File: src/rtl/mem_pkg.sv
// Shared types and constants for the Memorie burst master.
package mem_pkg;

  localparam int unsigned DefDataWidth = 32;
  localparam int unsigned DefAddrWidth = 8;
  localparam int unsigned DefLenWidth  = 4;
  localparam int unsigned DefRbufDepth = 4;

  localparam logic MEM_WRITE = 1'b1;
  localparam logic MEM_READ  = 1'b0;

  typedef enum logic [1:0] {
    StIdle,
    StWrite,
    StRead,
    StDrain
  } state_e;

endpackage

File: src/rtl/mem_burst_master_if.sv
// Host command, write stream, read stream and Memorie port bundle of the burst master.
interface mem_burst_master_if #(
  parameter int unsigned DinLENGTH = mem_pkg::DefDataWidth,
  parameter int unsigned WIDTH     = mem_pkg::DefAddrWidth,
  parameter int unsigned LEN_W     = mem_pkg::DefLenWidth
);

  logic                 cmd_valid;
  logic                 cmd_ready;
  logic                 cmd_rw;
  logic [WIDTH-1:0]     cmd_addr;
  logic [LEN_W-1:0]     cmd_len;
  logic [DinLENGTH-1:0] wr_data;
  logic                 wr_valid;
  logic                 wr_ready;
  logic [DinLENGTH-1:0] rd_data;
  logic                 rd_valid;
  logic                 rd_ready;
  logic                 mem_r_w;
  logic                 mem_valid;
  logic [WIDTH-1:0]     mem_addr;
  logic [DinLENGTH-1:0] mem_din;
  logic [DinLENGTH-1:0] mem_dout;
  logic                 busy;
  logic                 done;

  modport master (
    input  cmd_valid, cmd_rw, cmd_addr, cmd_len, wr_data, wr_valid, rd_ready, mem_dout,
    output cmd_ready, wr_ready, rd_data, rd_valid, mem_r_w, mem_valid, mem_addr, mem_din,
           busy, done
  );

  modport slave (
    output cmd_valid, cmd_rw, cmd_addr, cmd_len, wr_data, wr_valid, rd_ready, mem_dout,
    input  cmd_ready, wr_ready, rd_data, rd_valid, mem_r_w, mem_valid, mem_addr, mem_din,
           busy, done
  );

endinterface

File: src/rtl/rd_return_buf.sv
// Synchronous FIFO holding read returns; Depth must be a power of two.
module rd_return_buf #(
  parameter int unsigned Width = 32,
  parameter int unsigned Depth = 4,
  localparam int unsigned PtrW = $clog2(Depth),
  localparam int unsigned CntW = PtrW + 1
) (
  input  logic             clk_i,
  input  logic             rst_ni,
  input  logic             push_i,
  input  logic [Width-1:0] data_i,
  input  logic             pop_i,
  output logic [Width-1:0] data_o,
  output logic             empty_o,
  output logic [CntW-1:0]  count_o
);

  logic [Width-1:0] storage_q [Depth];
  logic [PtrW-1:0]  wr_ptr_q, rd_ptr_q;
  logic [CntW-1:0]  count_q;
  logic             do_push, do_pop;

  assign do_pop  = pop_i && (count_q != '0);
  assign do_push = push_i && ((count_q != CntW'(Depth)) || do_pop);

  always_ff @(posedge clk_i or negedge rst_ni) begin
    if (!rst_ni) begin
      wr_ptr_q <= '0;
      rd_ptr_q <= '0;
      count_q  <= '0;
    end else begin
      if (do_push) wr_ptr_q <= wr_ptr_q + PtrW'(1);
      if (do_pop)  rd_ptr_q <= rd_ptr_q + PtrW'(1);
      case ({do_push, do_pop})
        2'b10:   count_q <= count_q + CntW'(1);
        2'b01:   count_q <= count_q - CntW'(1);
        default: count_q <= count_q;
      endcase
    end
  end

  always_ff @(posedge clk_i) begin
    if (do_push) storage_q[wr_ptr_q] <= data_i;
  end

  assign data_o  = storage_q[rd_ptr_q];
  assign empty_o = (count_q == '0);
  assign count_o = count_q;

endmodule

File: src/rtl/mem_burst_master.sv
// Burst initiator for the Memorie port: one host command becomes a run of single-beat
// accesses, with write data streamed in and read returns streamed out via a return buffer.
module mem_burst_master
  import mem_pkg::*;
#(
  parameter int unsigned DinLENGTH  = DefDataWidth,
  parameter int unsigned WIDTH      = DefAddrWidth,
  parameter int unsigned LEN_W      = DefLenWidth,
  parameter int unsigned RBUF_DEPTH = DefRbufDepth
) (
  input logic                clk,
  input logic                reset,
  mem_burst_master_if.master bus
);

  localparam int unsigned CntW = $clog2(RBUF_DEPTH) + 1;

  state_e               state_q, state_d;
  logic [WIDTH-1:0]     cur_addr_q, cur_addr_d;
  logic [LEN_W-1:0]     remaining_q, remaining_d;
  logic [CntW-1:0]      in_flight_q, in_flight_d;
  logic                 cmd_ready_q, cmd_ready_d;
  logic                 mem_valid_q, mem_valid_d;
  logic                 mem_r_w_q, mem_r_w_d;
  logic [WIDTH-1:0]     mem_addr_q, mem_addr_d;
  logic [DinLENGTH-1:0] mem_din_q, mem_din_d;
  logic                 wr_done_q, wr_done_d;
  logic                 capture_q, capture_d;

  logic                 cmd_fire, credit_ok, issue, pop, drain_done, buf_empty;
  logic [CntW-1:0]      occupancy;
  logic [DinLENGTH-1:0] buf_head;

  assign cmd_fire  = bus.cmd_valid && cmd_ready_q;
  assign pop       = bus.rd_ready && !buf_empty;
  // Outstanding reads plus buffered data must fit the buffer, so returns never overflow it.
  assign credit_ok = ({1'b0, occupancy} + {1'b0, in_flight_q}) < (CntW + 1)'(RBUF_DEPTH);
  assign issue     = (state_q == StRead) && credit_ok;
  assign drain_done = (state_q == StDrain) && (in_flight_q == '0) &&
                      (occupancy == CntW'(1)) && pop;
  // Memorie dout is valid the cycle after a read access is presented.
  assign capture_d = mem_valid_q && (mem_r_w_q == MEM_READ);

  always_comb begin
    state_d     = state_q;
    cur_addr_d  = cur_addr_q;
    remaining_d = remaining_q;
    mem_valid_d = 1'b0;
    mem_r_w_d   = MEM_READ;
    mem_addr_d  = mem_addr_q;
    mem_din_d   = mem_din_q;
    wr_done_d   = 1'b0;

    unique case (state_q)
      StIdle: begin
        if (cmd_fire) begin
          cur_addr_d  = bus.cmd_addr;
          remaining_d = bus.cmd_len;
          state_d     = (bus.cmd_rw == MEM_WRITE) ? StWrite : StRead;
        end
      end
      StWrite: begin
        if (bus.wr_valid) begin
          mem_valid_d = 1'b1;
          mem_r_w_d   = MEM_WRITE;
          mem_addr_d  = cur_addr_q;
          mem_din_d   = bus.wr_data;
          cur_addr_d  = cur_addr_q + WIDTH'(1);
          if (remaining_q == '0) begin
            state_d   = StIdle;
            wr_done_d = 1'b1;
          end else begin
            remaining_d = remaining_q - LEN_W'(1);
          end
        end
      end
      StRead: begin
        if (credit_ok) begin
          mem_valid_d = 1'b1;
          mem_addr_d  = cur_addr_q;
          cur_addr_d  = cur_addr_q + WIDTH'(1);
          if (remaining_q == '0) state_d = StDrain;
          else remaining_d = remaining_q - LEN_W'(1);
        end
      end
      StDrain: begin
        if (drain_done) state_d = StIdle;
      end
      default: state_d = StIdle;
    endcase

    // Re-arm only after a full cycle back in idle, keeping cmd_ready low while done pulses.
    cmd_ready_d = (state_q == StIdle) && (state_d == StIdle);

    case ({issue, capture_q})
      2'b10:   in_flight_d = in_flight_q + CntW'(1);
      2'b01:   in_flight_d = in_flight_q - CntW'(1);
      default: in_flight_d = in_flight_q;
    endcase
  end

  always_ff @(posedge clk or negedge reset) begin
    if (!reset) begin
      state_q     <= StIdle;
      cur_addr_q  <= '0;
      remaining_q <= '0;
      in_flight_q <= '0;
      cmd_ready_q <= 1'b0;
      mem_valid_q <= 1'b0;
      mem_r_w_q   <= MEM_READ;
      mem_addr_q  <= '0;
      mem_din_q   <= '0;
      wr_done_q   <= 1'b0;
      capture_q   <= 1'b0;
    end else begin
      state_q     <= state_d;
      cur_addr_q  <= cur_addr_d;
      remaining_q <= remaining_d;
      in_flight_q <= in_flight_d;
      cmd_ready_q <= cmd_ready_d;
      mem_valid_q <= mem_valid_d;
      mem_r_w_q   <= mem_r_w_d;
      mem_addr_q  <= mem_addr_d;
      mem_din_q   <= mem_din_d;
      wr_done_q   <= wr_done_d;
      capture_q   <= capture_d;
    end
  end

  rd_return_buf #(
    .Width (DinLENGTH),
    .Depth (RBUF_DEPTH)
  ) u_rd_return_buf (
    .clk_i   (clk),
    .rst_ni  (reset),
    .push_i  (capture_q),
    .data_i  (bus.mem_dout),
    .pop_i   (pop),
    .data_o  (buf_head),
    .empty_o (buf_empty),
    .count_o (occupancy)
  );

  assign bus.cmd_ready = cmd_ready_q;
  assign bus.wr_ready  = (state_q == StWrite);
  assign bus.rd_valid  = !buf_empty;
  assign bus.rd_data   = buf_head;
  assign bus.mem_valid = mem_valid_q;
  assign bus.mem_r_w   = mem_r_w_q;
  assign bus.mem_addr  = mem_addr_q;
  assign bus.mem_din   = mem_din_q;
  assign bus.busy      = (state_q != StIdle);
  assign bus.done      = wr_done_q | drain_done;

endmodule

File: src/flat_wrapper.sv
// flat-port wrapper written by rule: the top's interface ports become plain ports
module mem_burst_master_flat import mem_pkg::*;
#(
  parameter int unsigned DinLENGTH  = DefDataWidth,
  parameter int unsigned WIDTH      = DefAddrWidth,
  parameter int unsigned LEN_W      = DefLenWidth,
  parameter int unsigned RBUF_DEPTH = DefRbufDepth
)
  (clk, reset, bus_cmd_valid, bus_cmd_rw, bus_cmd_addr, bus_cmd_len, bus_wr_data, bus_wr_valid, bus_rd_ready, bus_mem_dout, bus_cmd_ready, bus_wr_ready, bus_rd_data, bus_rd_valid, bus_mem_r_w, bus_mem_valid, bus_mem_addr, bus_mem_din, bus_busy, bus_done);
  mem_burst_master_if #(.DinLENGTH(DinLENGTH), .WIDTH(WIDTH), .LEN_W(LEN_W)) bus_i ();
  input logic clk;
  input logic reset;
  input wire logic [$bits(bus_i.cmd_valid)-1:0] bus_cmd_valid;
  input wire logic [$bits(bus_i.cmd_rw)-1:0] bus_cmd_rw;
  input wire logic [$bits(bus_i.cmd_addr)-1:0] bus_cmd_addr;
  input wire logic [$bits(bus_i.cmd_len)-1:0] bus_cmd_len;
  input wire logic [$bits(bus_i.wr_data)-1:0] bus_wr_data;
  input wire logic [$bits(bus_i.wr_valid)-1:0] bus_wr_valid;
  input wire logic [$bits(bus_i.rd_ready)-1:0] bus_rd_ready;
  input wire logic [$bits(bus_i.mem_dout)-1:0] bus_mem_dout;
  output wire logic [$bits(bus_i.cmd_ready)-1:0] bus_cmd_ready;
  output wire logic [$bits(bus_i.wr_ready)-1:0] bus_wr_ready;
  output wire logic [$bits(bus_i.rd_data)-1:0] bus_rd_data;
  output wire logic [$bits(bus_i.rd_valid)-1:0] bus_rd_valid;
  output wire logic [$bits(bus_i.mem_r_w)-1:0] bus_mem_r_w;
  output wire logic [$bits(bus_i.mem_valid)-1:0] bus_mem_valid;
  output wire logic [$bits(bus_i.mem_addr)-1:0] bus_mem_addr;
  output wire logic [$bits(bus_i.mem_din)-1:0] bus_mem_din;
  output wire logic [$bits(bus_i.busy)-1:0] bus_busy;
  output wire logic [$bits(bus_i.done)-1:0] bus_done;
  assign bus_i.cmd_valid = bus_cmd_valid;
  assign bus_i.cmd_rw = bus_cmd_rw;
  assign bus_i.cmd_addr = bus_cmd_addr;
  assign bus_i.cmd_len = bus_cmd_len;
  assign bus_i.wr_data = bus_wr_data;
  assign bus_i.wr_valid = bus_wr_valid;
  assign bus_i.rd_ready = bus_rd_ready;
  assign bus_i.mem_dout = bus_mem_dout;
  assign bus_cmd_ready = bus_i.cmd_ready;
  assign bus_wr_ready = bus_i.wr_ready;
  assign bus_rd_data = bus_i.rd_data;
  assign bus_rd_valid = bus_i.rd_valid;
  assign bus_mem_r_w = bus_i.mem_r_w;
  assign bus_mem_valid = bus_i.mem_valid;
  assign bus_mem_addr = bus_i.mem_addr;
  assign bus_mem_din = bus_i.mem_din;
  assign bus_busy = bus_i.busy;
  assign bus_done = bus_i.done;
  mem_burst_master #(.DinLENGTH(DinLENGTH), .WIDTH(WIDTH), .LEN_W(LEN_W), .RBUF_DEPTH(RBUF_DEPTH)) u_core (.clk(clk), .reset(reset), .bus(bus_i));
endmodule
File: config.mk
export PLATFORM = sky130hd
export DESIGN_NAME = mem_burst_master_flat
export DESIGN_NICKNAME = d
export VERILOG_FILES = /design/src/rtl/mem_pkg.sv /design/src/rtl/mem_burst_master_if.sv /design/src/rtl/rd_return_buf.sv /design/src/rtl/mem_burst_master.sv /design/src/flat_wrapper.sv
export SDC_FILE = /design/constraint.sdc
export NUM_CORES = 1
export LEC_CHECK = 0
export CELL_PAD_IN_SITES_DETAIL_PLACEMENT = 1
export CELL_PAD_IN_SITES_GLOBAL_PLACEMENT = 2
export CORE_MARGIN = 2
export CORE_UTILIZATION = 37
export CTS_CLUSTER_SIZE = 12
export DETAILED_ROUTE_END_ITERATION = 7
export PLACE_DENSITY_LB_ADDON = 0.3
export SLEW_MARGIN = 10
export SYNTH_ARGS = -nofsm -noshare
export SYNTH_HDL_FRONTEND = slang
export SYNTH_SLANG_ARGS = --single-unit
File: constraint.sdc
create_clock -name clk -period 2.53 [get_ports clk]
set_input_delay 0.506 -clock clk [delete_from_list [all_inputs] [get_ports clk]]
set_output_delay 0.506 -clock clk [all_outputs]
set_load 0.05 [all_outputs]
==> reports/metrics.yaml <==
rrSetupSlack_ns: 0.35
seq_area_mm2: 0.00558
synth_simple_gate_area_share: 0.0552
synthesis.area_mm2: 0.00808
end_kind: "primary output"
grt_max_degree: 54
tns_ns: 0
required_ns: 2.02
syn2layout_area_growth_pct: 33.1
hold_ws_ns: 0.469
hold_depth: 1
final_max_slew_viol_count: 0
clockRootBuffer: "clkbuf_16"
power.total_mw: 14.4
setup_violations: 0
cp-start-kind: "register"
final_common_cell: "edfxtp_1"
cts_buffers: 17
postPlaceCellArea_mm2: 0.0101
ant_nets: 0
reg2reg_to: "u_core.in_flight_q[2]$_DFFE_PN0P_"
leakage_nw: 3.98
finalHoldViolCount: 0
final.setup_skew_ns: 0.0121
num_io_pins: 161
critPathSlowestCell: "dfrtp_4"
fill_cells: 2047
reg2reg_depth: 9
grt_pass1_vias: 5183
cts_tree: "built"
num_vias: 4717
async_flop_share: 0.350
drc_errors: 0
setup_ws_ns: 0.0894
gr-total-overflow: 0
wl_per_cell_um: 18.9
dieArea_mm2: 0.0230
clock_path_buffers: 2
path_max_fanout: 10
via_per_inst: 5.06
ys_seq_area_frac: 0.690
hold_end: "u_core.capture_q$_DFF_PN0_"
routed_wl_um: 17600
stdcell_count: 933
fin_crit_sh: 0.965
fp.dieH_um: 152
fin_area_mm2: 0.0107
fin_util: 0.497
cts_sinks: 197
outcome: "complete, no violations"
drtPass1Iterations: 4
path_common_cell: "buf_4"
num-nets-final: 739
ys_types: 60
yosys_warnings: 0
initial_utilization: 0.374
synth-edff-count: 128
grt_usage: 0.159
grt_first_pass_wirelength_um: 28000
period_needed_ns: 2.44
synthMuxAreaShare: 0.151
synthAdderAreaFrac: 0.0288
worst_pin_slew_ns: 0.533
cts_max_level: 4
yosysTopAreaCell: "edfxtp_1"
rows: 54
syn_inst: 461
final_cell_mix: "128 x edfxtp_1, 123 x clkdlybuf4s50_1, 67 x dfrtp_1, 40 x buf_4, 39 x mux2_2"
die_x_um: 152
min_from: "u_core.bus.mem_r_w$_DFF_PN0_"
rsz0062_at_grt: "no"
pre_cts_ws_ns: 0.176
grt_antenna_before_repair: 1
hold_class: "register to register"
synth_area_leaders: "edfxtp_1 48%, dfrtp_1 21%, mux4_2 8.9%"
crit_type: "register to primary output"
slowest_delay_ns: 0.56
maxCapViolCount: 0
worst_ir_drop_vdd_mv: 0.674
synth_ff_type: "edfxtp_1"
fmax_ghz: 0.410
avgSynthCellArea_um2: 17.5
path_cells: "buf_4 -> mux4_2 -> buf_4"
place_inst: 899
synth-compound-area-share: 0.0455
crit_arrival_ns: 1.93
drive_gt1_frac: 0.262
hpwl_um: 12400
io_buffer_count: 160
ys_ff_latch: 197
multiInputGateArea_mm2: 0.00234
post_cts_buffers: 0
clk_pin_slew_ns: 0.07
gp_congestion: 0.775
yosysTopAreaCellShare: 0.476
max_slew_margin: 0.644
r2r-start: "u_core.in_flight_q[1]$_DFFE_PN0P_"
synth_top_family_by_area: "multiplexers"
synth-xor-area-share: 0.00759
first_iter_violations: 144
powerDensity_mw_per_mm2: 1340
insertion_delay_ns: 0.43
syn_nets: 561
core_mm2: 0.0216
## sequential cells by signal, indices dropped and copies added (netlist names)
register                          cells
u_core.cur_addr_q                     8
u_core.in_flight_q                    3
u_core.bus.mem_addr                   8
u_core.capture_q                      1
u_core.bus.mem_r_w                    1
u_core.state_q                        2
u_core.u_rd_return_buf.rd_ptr_q       2
u_core.u_rd_return_buf.count_o        3
u_core.bus.mem_din                   32
u_core.bus.mem_valid                  1
u_core.u_rd_return_buf.wr_ptr_q       2
u_core.u_rd_return_buf.storage_q    128
u_core.remaining_q                    4
u_core.wr_done_q                      1
u_core.bus.cmd_ready                  1
## worst max-delay path: cells and delay by family (launching register included)
| kind | cells | cell delay (ns) |
|---|---|---|
| flops | 1 | 0.56 |
| mux | 1 | 0.52 |
| buf+inv | 2 | 0.43 |
## power by group
group	internal [mW]	switching [mW]
Combinational	2.76	4.35
Clock	1.42	1.30
Sequential	4.10	0.526
Total	8.28	6.17
## cell type report
| cell class | instances | share of cell area |
|---|---|---|
| antenna | 1 | 0.000233 |
| timing repair buffer | 179 | 0.169 |
| inverter | 17 | 0.00594 |
| tap | 280 | 0.0326 |
| multi-input combinational | 227 | 0.218 |
| clock buffer | 17 | 0.0396 |
| clock inverter | 15 | 0.0161 |
| sequential | 197 | 0.519 |
## worst max path at each step
stage,start,endpoint,slack (ns),cells past startpoint
2_1_floorplan,u_core.u_rd_return_buf.count_o[0]$_DFFE_PN0P_,u_core.u_rd_return_buf.storage_q[0][0]$_DFFE_PP_,0.23,4
3_3_place_gp,bus_rd_ready,u_core.u_rd_return_buf.storage_q[3][15]$_DFFE_PP_,0.20,6
3_5_place_dp,bus_rd_ready,u_core.u_rd_return_buf.storage_q[1][19]$_DFFE_PP_,0.18,6
4_1_cts,u_core.u_rd_return_buf.count_o[1]$_DFFE_PN0P_,bus_done,0.02,6
5_1_grt,u_core.u_rd_return_buf.count_o[1]$_DFFE_PN0P_,bus_done,0.008,6
6_report,u_core.u_rd_return_buf.rd_ptr_q[0]$_DFFE_PN0N_,bus_rd_data[27],0.09,3
## per-layer routing
metal | GRT usage | wire, um | up-vias
met3 | 0.0515 | 1250 | 17
li1 | - | - | 2151
met1 | 0.203 | 7390 | 2396
met4 | 0.0329 | 163 | 0
met5 | 0 | 0 | -
met2 | 0.269 | 8810 | 153
## cells by family (layout without fill, tap and decap cells)
group | Yosys count | count (layout)
multiplexers | 76 | 76
AND/OR/NAND/NOR | 77 | 77
AO/OA/AOI/OAI | 49 | 49
buffers and inverters | 37 | 228
other | 0 | 1
adder cells (fa/ha/maj) | 18 | 18
XOR/XNOR | 7 | 7
flip-flops | 197 | 197
## Yosys cell counts (4+ instances only)
cell	number
and2_1	5
a21oi_1	5
buf_2	10
clkbuf_1	6
xnor2_1	4
inv_1	17
dfrtp_1	69
ha_1	17
a31oi_1	4
o21ai_0	9
nor2_1	10
nand3_1	7
mux4_2	32
nand2_1	20
mux2_2	39
o31ai_1	4
nor4_1	4
edfxtp_1	128
nor3_1	6
## timing repair
action	CTS	global route
endpoints found under the hold margin	8	0
setup endpoints to repair	9	1
hold buffers	1	0
gates resized for setup	2	3
No activity file was read; power rests on OpenSTA's default activity.
